[src/rtl/stream_demux.sv]
// stream_demux: routes one upstream valid/ready stream to one of OUTPUTS
// single-entry output slots chosen by in_select.
// Ports: clk, reset (async, active-high); upstream in_valid/in_ready/in_data/in_select;
// downstream out_valid/out_ready/out_data (port k at bits [k*WIDTH +: WIDTH]);
// drop pulses for a discarded out-of-range word; occupancy counts full slots.
// Latency: one cycle into a slot. Backpressure: in_ready follows the selected
// slot only (free, or draining this cycle); an out-of-range select is always accepted.
module stream_demux #(
  parameter int WIDTH   = 8,
  parameter int OUTPUTS = 8,
  parameter int WSEL    = $clog2(OUTPUTS)
) (
  input  logic                         clk,
  input  logic                         reset,
  input  logic                         in_valid,
  output logic                         in_ready,
  input  logic [WIDTH-1:0]             in_data,
  input  logic [WSEL-1:0]              in_select,
  output logic [OUTPUTS-1:0]           out_valid,
  input  logic [OUTPUTS-1:0]           out_ready,
  output logic [WIDTH*OUTPUTS-1:0]     out_data,
  output logic                         drop,
  output logic [$clog2(OUTPUTS+1)-1:0] occupancy
);

  localparam int OCCW = $clog2(OUTPUTS + 1);

  logic [OUTPUTS-1:0]       valid_q, valid_d;
  logic [WIDTH*OUTPUTS-1:0] data_q, data_d;
  logic                     drop_q, drop_d;
  logic [OCCW-1:0]          occ_q, occ_d;
  logic                     port_busy;
  logic                     in_range;
  logic                     accept;

  // Decode the select against every port index so that an out-of-range
  // select simply matches nothing: it is never busy and never writes.
  always_comb begin
    port_busy = 1'b0;
    in_range  = 1'b0;
    for (int k = 0; k < OUTPUTS; k++) begin
      if (in_select == WSEL'(k)) begin
        in_range  = 1'b1;
        port_busy = valid_q[k] && !out_ready[k];
      end
    end
  end

  assign in_ready = !port_busy;
  assign accept   = in_valid && in_ready;

  // Drain first, then fill: a slot drained and refilled on the same edge
  // stays valid and takes the new word.
  always_comb begin
    valid_d = valid_q & ~(valid_q & out_ready);
    data_d  = data_q;
    for (int k = 0; k < OUTPUTS; k++) begin
      if (accept && in_select == WSEL'(k)) begin
        valid_d[k]                  = 1'b1;
        data_d[k*WIDTH +: WIDTH]    = in_data;
      end
    end
    drop_d = accept && !in_range;
    occ_d  = '0;
    for (int k = 0; k < OUTPUTS; k++) begin
      occ_d = occ_d + OCCW'(valid_d[k]);
    end
  end

  always_ff @(posedge clk or posedge reset) begin
    if (reset) begin
      valid_q <= '0;
      data_q  <= '0;
      drop_q  <= 1'b0;
      occ_q   <= '0;
    end else begin
      valid_q <= valid_d;
      data_q  <= data_d;
      drop_q  <= drop_d;
      occ_q   <= occ_d;
    end
  end

  assign out_valid = valid_q;
  assign out_data  = data_q;
  assign drop      = drop_q;
  assign occupancy = occ_q;

endmodule
[config.mk]
export PLATFORM = sky130hd
export DESIGN_NAME = stream_demux
export DESIGN_NICKNAME = d
export VERILOG_FILES = /design/src/rtl/stream_demux.sv
export SDC_FILE = /design/constraint.sdc
export NUM_CORES = 1
export LEC_CHECK = 0
export BUFFER_PORTS_ARGS = -buffer_cell sky130_fd_sc_hd__buf_4
export CORE_MARGIN = 2
export CORE_UTILIZATION = 40
export CTS_CLUSTER_SIZE = 40
export DETAILED_ROUTE_END_ITERATION = 7
export PLACE_DENSITY = 0.67
export SETUP_SLACK_MARGIN = 0.05
export SLEW_MARGIN = 20
export SYNTH_ARGS = -nofsm -noshare
export SYNTH_HDL_FRONTEND = slang
export SYNTH_SLANG_ARGS = --single-unit
[constraint.sdc]
create_clock -name clk -period 3.55 [get_ports clk]
set_clock_uncertainty 0.15 [all_clocks]
set_input_delay 0.5325 -clock clk [delete_from_list [all_inputs] [get_ports clk]]
set_output_delay 0.5325 -clock clk [all_outputs]
set_load 0.01 [all_outputs]
# Yosys cells after proc, flatten, opt, wreduce, memory -nomap -nowiden
# Index checks and enable logic that the tools add are counted.
[totals]
ff_bits = 77
elab_cells = 81
inputBits = 22
output_inout_bits = 78
[op_classes]
n_reduce_logical = 29
eq_ne = 7
n_bitwise = 3
addsub = 7
mux = 24
[op_table]
columns = ["operator", "count"]
rows = [
  ["1-bit 2-to-1 mux", 24],
  ["1-bit logical AND", 18],
  ["4-bit by 1-bit adder with 4-bit output", 4],
  ["8-bit bitwise AND", 2],
  ["3-bit == test, second input constant", 4],
  ["1-bit logical NOT", 10],
  ["8-bit NOT", 1],
  ["3-bit by 2-bit == test with 1-bit output, second input constant", 2],
  ["3-bit by 1-bit adder with 4-bit output", 1],
  ["2-bit by 1-bit adder with 3-bit output", 1],
  ["3-bit by 1-bit == test with 1-bit output, second input constant", 1],
  ["3-bit logical NOT", 1],
  ["1-bit by 1-bit adder with 2-bit output", 1],
]

# Logic depth before layout (Yosys ltp)
# Gate-level depths: netlist (run 1).
[depth]
ltp_word = 21
depth_mapped = 12
depth_no_buf = 12

# Least setup slack after synthesis (run 1)
# No wires, ideal clock.
[synth_timing]
path_kind = "input to register"
from = "input in_select[1]"
to = "register occ_q[2], in the netlist occupancy[2]"
path_buffers = 0
required_time_ns = 3.277
setup_ns = 0.123
slack_ns = -0.151
stages = 11
arrival_ns = 3.428
path_cell_list = "nor2_1 -> nand3_1 -> and2_1 -> fa_1 -> fa_1 -> fa_1 -> inv_1 -> ha_1 -> inv_1 -> fa_1 -> xnor2_1"
[synth_between]
elab_chain_len = 20
word_cells_on_any_way = 41
classes_between = "add/sub (7); eq/ne (7); mux (16); reduce/logical (11)"
[synth_rtl]
columns = ["element", "line", "source"]
rows = [
  ["from (decl)", "18", "input logic [WSEL-1:0] in_select,"],
  ["3-bit logical NOT", "42, 58", ""],
  ["1-bit 2-to-1 mux (8 in series)", "42", "if (in_select == WSEL'(k)) begin"],
  ["1-bit logical NOT", "49", "assign in_ready = !port_busy;"],
  ["1-bit logical AND", "50", "assign accept = in_valid && in_ready;"],
  ["1-bit logical AND", "58", "if (accept && in_select == WSEL'(k)) begin"],
  ["1-bit 2-to-1 mux", "58", ""],
  ["1-bit by 1-bit adder with 2-bit output", "66", "occ_d = occ_d + OCCW'(valid_d[k]);"],
  ["2-bit by 1-bit adder with 3-bit output", "66", ""],
  ["3-bit by 1-bit adder with 4-bit output", "66", ""],
  ["4-bit by 1-bit adder with 4-bit output (3 in series)", "66", ""],
  ["4-bit by 1-bit adder with 4-bit output *", "66", ""],
  ["net occ_d[2]", "31", "logic [OCCW-1:0] occ_q, occ_d;"],
  ["to (signal assigned)", "75", "occ_q <= '0;"],
  ["to (signal assigned)", "80", "occ_q <= occ_d;"],
  ["to (decl)", "31", ""],
]
# The timed path passes the listed nets; every way through them passes the cells marked *.
# A chain may end at the register's enable or synchronous reset.

# Final worst setup path (run 1)
[layout_timing]
from = "register valid_q[3], in the netlist out_valid[3]"
to = "register occ_q[2], in the netlist occupancy[2]"
[layout_between]
elab_chain_len = 17
word_cells_on_any_way = 34
classes_between = "add/sub (7); mux (13); bitwise (3); reduce/logical (11)"
[layout_rtl]
columns = ["element", "line", "source"]
rows = [
  ["from (decl)", "28", "logic [OUTPUTS-1:0] valid_q, valid_d;"],
  ["from (signal assigned)", "77", "valid_q <= valid_d;"],
  ["1-bit logical AND", "44", "port_busy = valid_q[k] && !out_ready[k];"],
  ["1-bit 2-to-1 mux (5 in series)", "42", ""],
  ["1-bit logical NOT", "49", ""],
  ["1-bit logical AND", "50", ""],
  ["1-bit logical AND", "58", ""],
  ["1-bit 2-to-1 mux", "58", ""],
  ["1-bit by 1-bit adder with 2-bit output", "66", ""],
  ["2-bit by 1-bit adder with 3-bit output", "66", ""],
  ["3-bit by 1-bit adder with 4-bit output", "66", ""],
  ["4-bit by 1-bit adder with 4-bit output (3 in series)", "66", ""],
  ["4-bit by 1-bit adder with 4-bit output *", "66", ""],
  ["net occ_d[2]", "31", ""],
]
# Marked as above.

==> results of run 1 <==
flip-flops by register name, summed over array words and instances, names as in the netlist:
name,flops
drop,1
out_data,64
out_valid,8
occupancy,4
through the flow:
step / hold slack, ns / utilization
6_report: 0.135 / 0.569
5_1_grt: 0.200 / 0.569
4_1_cts: 0.152 / 0.569
3_5_place_dp: 0.345 / 0.540
3_3_place_gp: 0.339 / 0.540
2_1_floorplan: 0.400 / -
metal layers:
layer,wire length [um],up-vias,share of wire
li1,-,956,-
met1,3220,1059,0.46
met2,3210,73,0.46
met3,464,12,0.066
met4,131,0,0.019
met5,0,-,0
kinds of logic after synthesis:
group / after synthesis / share of synthesized area
AOI/OAI and AO/OA: 8 / 0.0181
muxes: 64 / 0.232
adders and majority gates: 7 / 0.0378
and+or+nand+nor: 32 / 0.0712
xor gates and xnor gates: 1 / 0.00282
other: 1 / 0.00121
buffers and inverters: 15 / 0.0181
DFF: 77 / 0.619
layout make-up:
class / instances / share of cell area
well taps: 102 / 0.0293
clock buffers: 11 / 0.0325
flip-flops and latches: 77 / 0.443
repair buffers: 114 / 0.199
inverters: 15 / 0.0132
multi-input cells: 113 / 0.264
clock inverters: 5 / 0.0187
cell usage in the layout (no fill, tap or decap), types with 2 or more instances in the layout:
cell type,n
a22oi_1,3
clkinv_2,2
buf_4,113
nor2_1,3
nand2_1,4
nand3_2,2
fa_1,4
clkbuf_8,10
nor2b_1,8
nand2b_1,4
nor2_2,2
dfrtp_1,77
bufinv_16,2
and2_1,2
inv_1,14
mux2_2,64
nor3b_4,3
ha_1,3
critical path, delay by kind of cell (launching register included):
family        cells  cell delay (ns)
simple gates      3             0.41
fa+ha+maj         5             1.90
flops             1             0.39
buf+inv           3             0.27
xor+xnor          1             0.13
report_power, final:
part | internal [mW] | switching [mW] | total [mW]
clock network | 0.417 | 0.309 | 0.726
registers | 1.06 | 0.0920 | 1.15
logic | 0.383 | 0.272 | 0.655
path summary, 6_finish.rpt:
check / from / endpoint / slack [ns]
max in group asynchronous: reset / out_valid[1] / 2.48
setup / recovery: out_valid[3] / occupancy[2] / 0.19
setup reg to reg: out_valid[3] / occupancy[2] / 0.19
hold / removal: reset / out_data[2] / 0.13
min in group clk: in_data[5] / out_data[53] / 0.33
hold reg to reg: out_data[54] / out_data[54] / 0.36
==> summary.txt, run 1 <==
Critical path
  – Critical path endpoint category: flop
  – Crit start category: flop
  – CP max FO: 3
  – R2R depth: 12
  – CP cell instances: nor2b_1 > buf_4 > nor3b_4 > nor2_2 > fa_1 > fa_1 > fa_1 > inv_1 > ha_1 > inv_1 > fa_1 > xnor2_1
  – Critical path's slowest cell: fa_1
  – Worst path required time: approximately 3.6 ns
  – Critical path's largest stage delay: roughly 0.51 ns
  – Critical path type: reg -> reg
  – CP Data Arrival Time: ~3.4 ns
  – Cell repeated most along the worst path: fa_1

Logic synthesis
  – Top_reg_cell synth: dfrtp_1
  – Mapped Nets: between 200 and 250
  – Post-synth ARST share: 1.00
  – Syn avg cell area: 15.2 sq um
  – Post-synthesis instance area: about 3100 sq um
  – Number of enable flip-flop cells after synthesis: 0
  – Post-synth top area share: 0.619
  – Synth Warn #: 0
  – Most frequent cell after synthesis: dfrtp_1
  – Synth area leader: dfrtp_1
  – Sequential area share after synthesis: 0.619
  – Synthesized flop and latch total: 77
  – Synth top area cells: dfrtp_1 (62%), mux2_2 (23%), fa_1 (2.6%)
  – Distinct cell type count after synthesis: 22
  – Syn Inst Count: between 200 and 250
  – Commonest cells in the netlist: dfrtp_1 (77), mux2_2 (64), inv_1 (15)

Route
  – Post-Route WL: about 7.0 mm
  – Iteration count of the initial detailed-routing pass: 4
  – Vias per cell: roughly 4.8
  – DR vias: roughly 2,100
  – Wire length per cell: between 15 and 20 um
  – DR DRC count: 0
  – Final ANT Viol Nets: 0
  – DR iter-0 viols: 57

Global route
  – GRT met2 Usage: 0.265
  – Number of global-route vias before repair: around 2,100
  – GR Util All Layers: 0.175
  – Initial antenna violation count: 0
  – GR Layer Usage met1: 0.238
  – Global route overflow: 0
  – Busiest grt layer: met2
  – First-pass GRT wire length: around 11 mm
  – Largest net degree at the start of global routing: between 40 and 50
  – Met3 usage: 0.0485

STA
  – Setup repair after global routing missed its margin: false
  – Fin. Hold Viols: 0
  – Max Slew Vio Count: 0
  – Setup violations, final: 0
  – Final setup margin: 0.189 ns
  – Tcrit/Tclk final: 0.947
  – Slew @ Worst Pin: ~0.74 ns
  – Final TNS setup: 0 ns
  – Slew Limit Headroom: 0.509
  – Post-layout min period: between 3 and 4 ns
  – Top achievable clock speed: around 300 MHz

Clock network
  – CTS tree: done
  – Maximum buffer depth of the clock tree: 2
  – Total CTS buffers: 9
  – Clk_lat worst skew: approximately 0.33 ns
  – Root Buffer: clkbuf_8
  – Setup Fix Bufs, Post-CTS: 0
  – Post-CTS Resized: 0
  – CTS Sinks: 77
  – Worst-path clk slew: 0.08 ns
  – CTS Hold Buffers Added: 0
  – H-tree depth: 3

Power and ir drop
  – Pwr Total: around 2.5 mW
  – Pwr/cell area: approximately 580 nW/um^2
  – Peak supply drop: around 450 uV
  – Leakage: between 2 and 2.5 nW

Finish
  – Register area: between 1500 and 2000 sq um
  – Final Cell Area: around 4400 sq um
  – Layout cells sized above 1: 0.609
  – Non-filler cells in the finished layout: approximately 440
  – Nets: 359
  – Area growth syn-to-layout: 39.9%
  – Fillcell total: around 660
  – Area taken by multi-input logic gates: approximately 1200 sq um
  – N_diodes: 0

Floorplanning
  – Core area: approximately 7600 sq um
  – Die extent in x: 92.2 um
  – I/O Pins: 100
  – Initial Utilization: 0.407
  – Rows: 32
  – Chip height: just over 90 um
  – Full die area: approximately 8500 sq um

Placement
  – Pre-CTS setup slack: -0.0294 ns
  – DP Area: between 4000 and 5000 sq um
  – Port bufs: 99
  – Routability cong.: 0.889
  – HPWL after DPL: a little under 5 mm
  – Placed cell count: 421

Worst hold path
  – HP Class: in -> async

Run status
  – Status: completed

Flow run
  – MaxCap Viol Count: 0
No activity file was read; power rests on OpenSTA's default activity.
==> inputs of run 2 (changes only) <==
- BUFFER_PORTS_ARGS: -buffer_cell sky130_fd_sc_hd__buf_4 -> default
- DONT_BUFFER_PORTS: default -> 1
- PLACE_DENSITY: 0.67 -> 0.55
==> run 2 against run 1 <==
Compared with the run above: maximum frequency is 1.2% lower; global-route usage is 0.71 points lower; clock-buffer cell count is 1 lower; cell count is 23% lower; clock power is 0.8% higher; total power is 11% lower; sequential power is 10% higher; routed wire length is 5.4% lower; combinational power is 63% lower; cell area is 18% lower; first-iteration DRC count is 8.8% lower; critical endpoint unchanged.
==> summary.txt, run 2 (synthesis results as in run 1) <==
Global route
  – First-pass GRT wire length: 10.4 mm (-6.5%)
  – Number of global-route vias before repair: 1,846 (-13%)
  – Global route overflow: 0 (unchanged)
  – Largest net degree at the start of global routing: 48 (+12%)
  – Initial antenna violation count: 0 (unchanged)
  – GR Util All Layers: 0.168 (-0.00713)

Critical path
  – Reg2reg start: out_valid[3]
  – Cell repeated most along the worst path: fa_1
  – Critical path origin: out_valid[3]
  – CP Data Arrival Time: 3.48 ns (+0.04 ns)
  – Critical path's largest stage delay: 0.51 ns (about the same)
  – CP max FO: 3 (unchanged)
  – Largest delay contributor family on the critical path: adder cells
  – Crit start category: flop
  – Critical path's slowest cell: fa_1
  – Buf+Inv Stages, Crit Path: 3 (unchanged)
  – Critical path endpoint category: flop
  – CP cell instances: nor2b_1 > buf_4 > nor3b_4 > nor2_2 > fa_1 > fa_1 > fa_1 > inv_1 > ha_2 > inv_2 > fa_1 > xnor2_1
  – Worst path required time: 3.63 ns (about the same)
  – Critical path type: reg -> reg

Power and ir drop
  – Switching Fraction: 0.277 (+0.0103)
  – Combinational share of power: 0.109 (-0.150)
  – Pint: 1.62 mW (-13%)
  – Sw power: 0.620 mW (-8.0%)
  – Seq pwr share: 0.565 (+0.111)
  – Clock Power Share: 0.327 (+0.040)
  – Peak supply drop: 306 uV (-33%)
  – Pwr Total: 2.24 mW (-11%)
  – Leakage: 1.62 nW (-24%)
  – Pwr/cell area: 625 nW/um^2 (+7.6%)

STA
  – Slew Limit Headroom: 0.468 (-0.0414)
  – Final TNS setup: 0 ns (unchanged)
  – Tcrit/Tclk final: 0.959 (+0.0120)
  – Setup violations, final: 0 (unchanged)
  – Fin. Hold Viols: 0 (unchanged)
  – Max Slew Vio Count: 0 (unchanged)
  – Top achievable clock speed: 294 MHz (-1.2%)
  – Worst hold slack: 0.0430 ns (-0.0918 ns)
  – Setup repair after global routing missed its margin: true
  – Post-layout min period: 3.40 ns (+0.0424 ns)
  – Slew @ Worst Pin: 0.798 ns (+0.0612 ns)

Route
  – Final ANT Viol Nets: 0 (unchanged)
  – Wire length per cell: 19.8 um (+23%)
  – Iteration count of the initial detailed-routing pass: 4 (unchanged)
  – DR vias: 1,710 (-19%)
  – Post-Route WL: 6.65 mm (-5.4%)
  – Vias per cell: 5.10 (+6.2%)
  – DR DRC count: 0 (unchanged)
  – DR iter-0 viols: 52 (-8.8%)

Clock network
  – Root Buffer: clkbuf_8
  – Total CTS buffers: 9 (unchanged)
  – CTS tree: done
  – CTS Sinks: 77 (unchanged)
  – CTS Hold Buffers Added: 0 (unchanged)
  – Worst-path clk slew: 0.08 ns (about the same)
  – Clk_lat worst skew: 0.34 ns (about the same)
  – H-tree depth: 3 (unchanged)
  – Maximum buffer depth of the clock tree: 2 (unchanged)

Floorplanning
  – Core area: 7650 sq um (unchanged)
  – Die extent in x: 92.2 um (unchanged)
  – I/O Pins: 100 (unchanged)
  – Rows: 32 (unchanged)
  – Full die area: 8500 sq um (unchanged)
  – Chip height: 92.2 um (unchanged)
  – Initial Utilization: 0.407 (unchanged)

Finish
  – Area growth syn-to-layout: 15.2%
  – Max FFs per register: 64 (unchanged)
  – N_diodes: 0 (unchanged)
  – Commonest non-fill, non-tap cells in the layout: dfrtp_1 (77), mux2_2 (64), inv_1 (13), buf_4 (13), clkbuf_8 (10)
  – Commonest non-fill, non-tap cell in the layout: dfrtp_1
  – Nets: 258 (-28%)
  – Fillcell total: 715 (+8.8%)
  – Layout cells sized above 1: 0.451 (-0.158)

Placement
  – Port bufs: 0 (-100%)
  – HPWL after DPL: 4.57 mm (-8.2%)
  – Routability cong.: 0.801 (-9.8%)

Run status
  – Status: completed

Flow run
  – MaxCap Viol Count: 0 (unchanged)

Worst hold path
  – HP Class: in -> async
run 2: layout make-up:
cell class | instances | area, sq um | area share
multi-input combinational | 113 | 1150 | 0.322
clock buffer | 10 | 138 | 0.0384
clock inverter | 5 | 83.8 | 0.0234
tap | 102 | 128 | 0.0356
inverter | 15 | 57.6 | 0.0161
timing repair buffer | 13 | 97.6 | 0.0272
sequential | 77 | 1930 | 0.538
run 2: timing repair:
item / 4_1_cts / 5_1_grt
endpoints found under the setup margin: 0 / 2
endpoints found under the hold margin: 0 / 0
gates resized for setup: 0 / 2
setup buffers: 0 / 1
run 2: final timing paths:
path / endpoint / slack, ns / cells past startpoint
worst max-delay path: occupancy[2] / 0.15 / 12
worst min-delay path: drop / 0.04 / 1
worst max register to register: occupancy[2] / 0.15 / 12
worst min register to register: out_data[45] / 0.43 / 1
max in group asynchronous: out_data[16] / 2.49 / 2
min in group clk: out_data[56] / 0.18 / 1
run 2: worst register-to-register path, delay by kind of cell (launching register included):
| family | cells | cell delay (ns) |
|---|---|---|
| xor+xnor | 1 | 0.13 |
| simple gates | 3 | 0.42 |
| flops | 1 | 0.42 |
| fa+ha+maj | 5 | 1.92 |
| buf+inv | 3 | 0.25 |
run 2: power by group through the flow:
stage          sequential, mW  combinational, mW  clock (mW)
2_1_floorplan            1.24              0.208           0
3_3_place_gp             1.29              0.241           0
3_5_place_dp             1.29              0.247           0
4_1_cts                  1.27              0.247       0.754
5_1_grt                  1.29              0.276       0.795
6_report                 1.27              0.243       0.732
run 2: stage by stage:
| step | cells | setup WS (ns) | area (sq um) | util |
|---|---|---|---|---|
| after floorplan | 205 | 0.0264 | 3130 | - |
| after global placement | 319 | 0.0991 | 3350 | 0.438 |
| after detailed placement | 319 | 0.0636 | 3350 | 0.438 |
| after CTS | 334 | 0.112 | 3570 | 0.467 |
| after global routing | 335 | 0.0201 | 3580 | 0.469 |
| final | 335 | 0.147 | 3580 | 0.469 |
run 2: per-layer routing:
layer  part of all wire  GRT usage  wire (um)
met5                  0          0          0
met1               0.44      0.209       2890
met2               0.44      0.252       2950
met3              0.096     0.0674        636
met4              0.026     0.0846        171
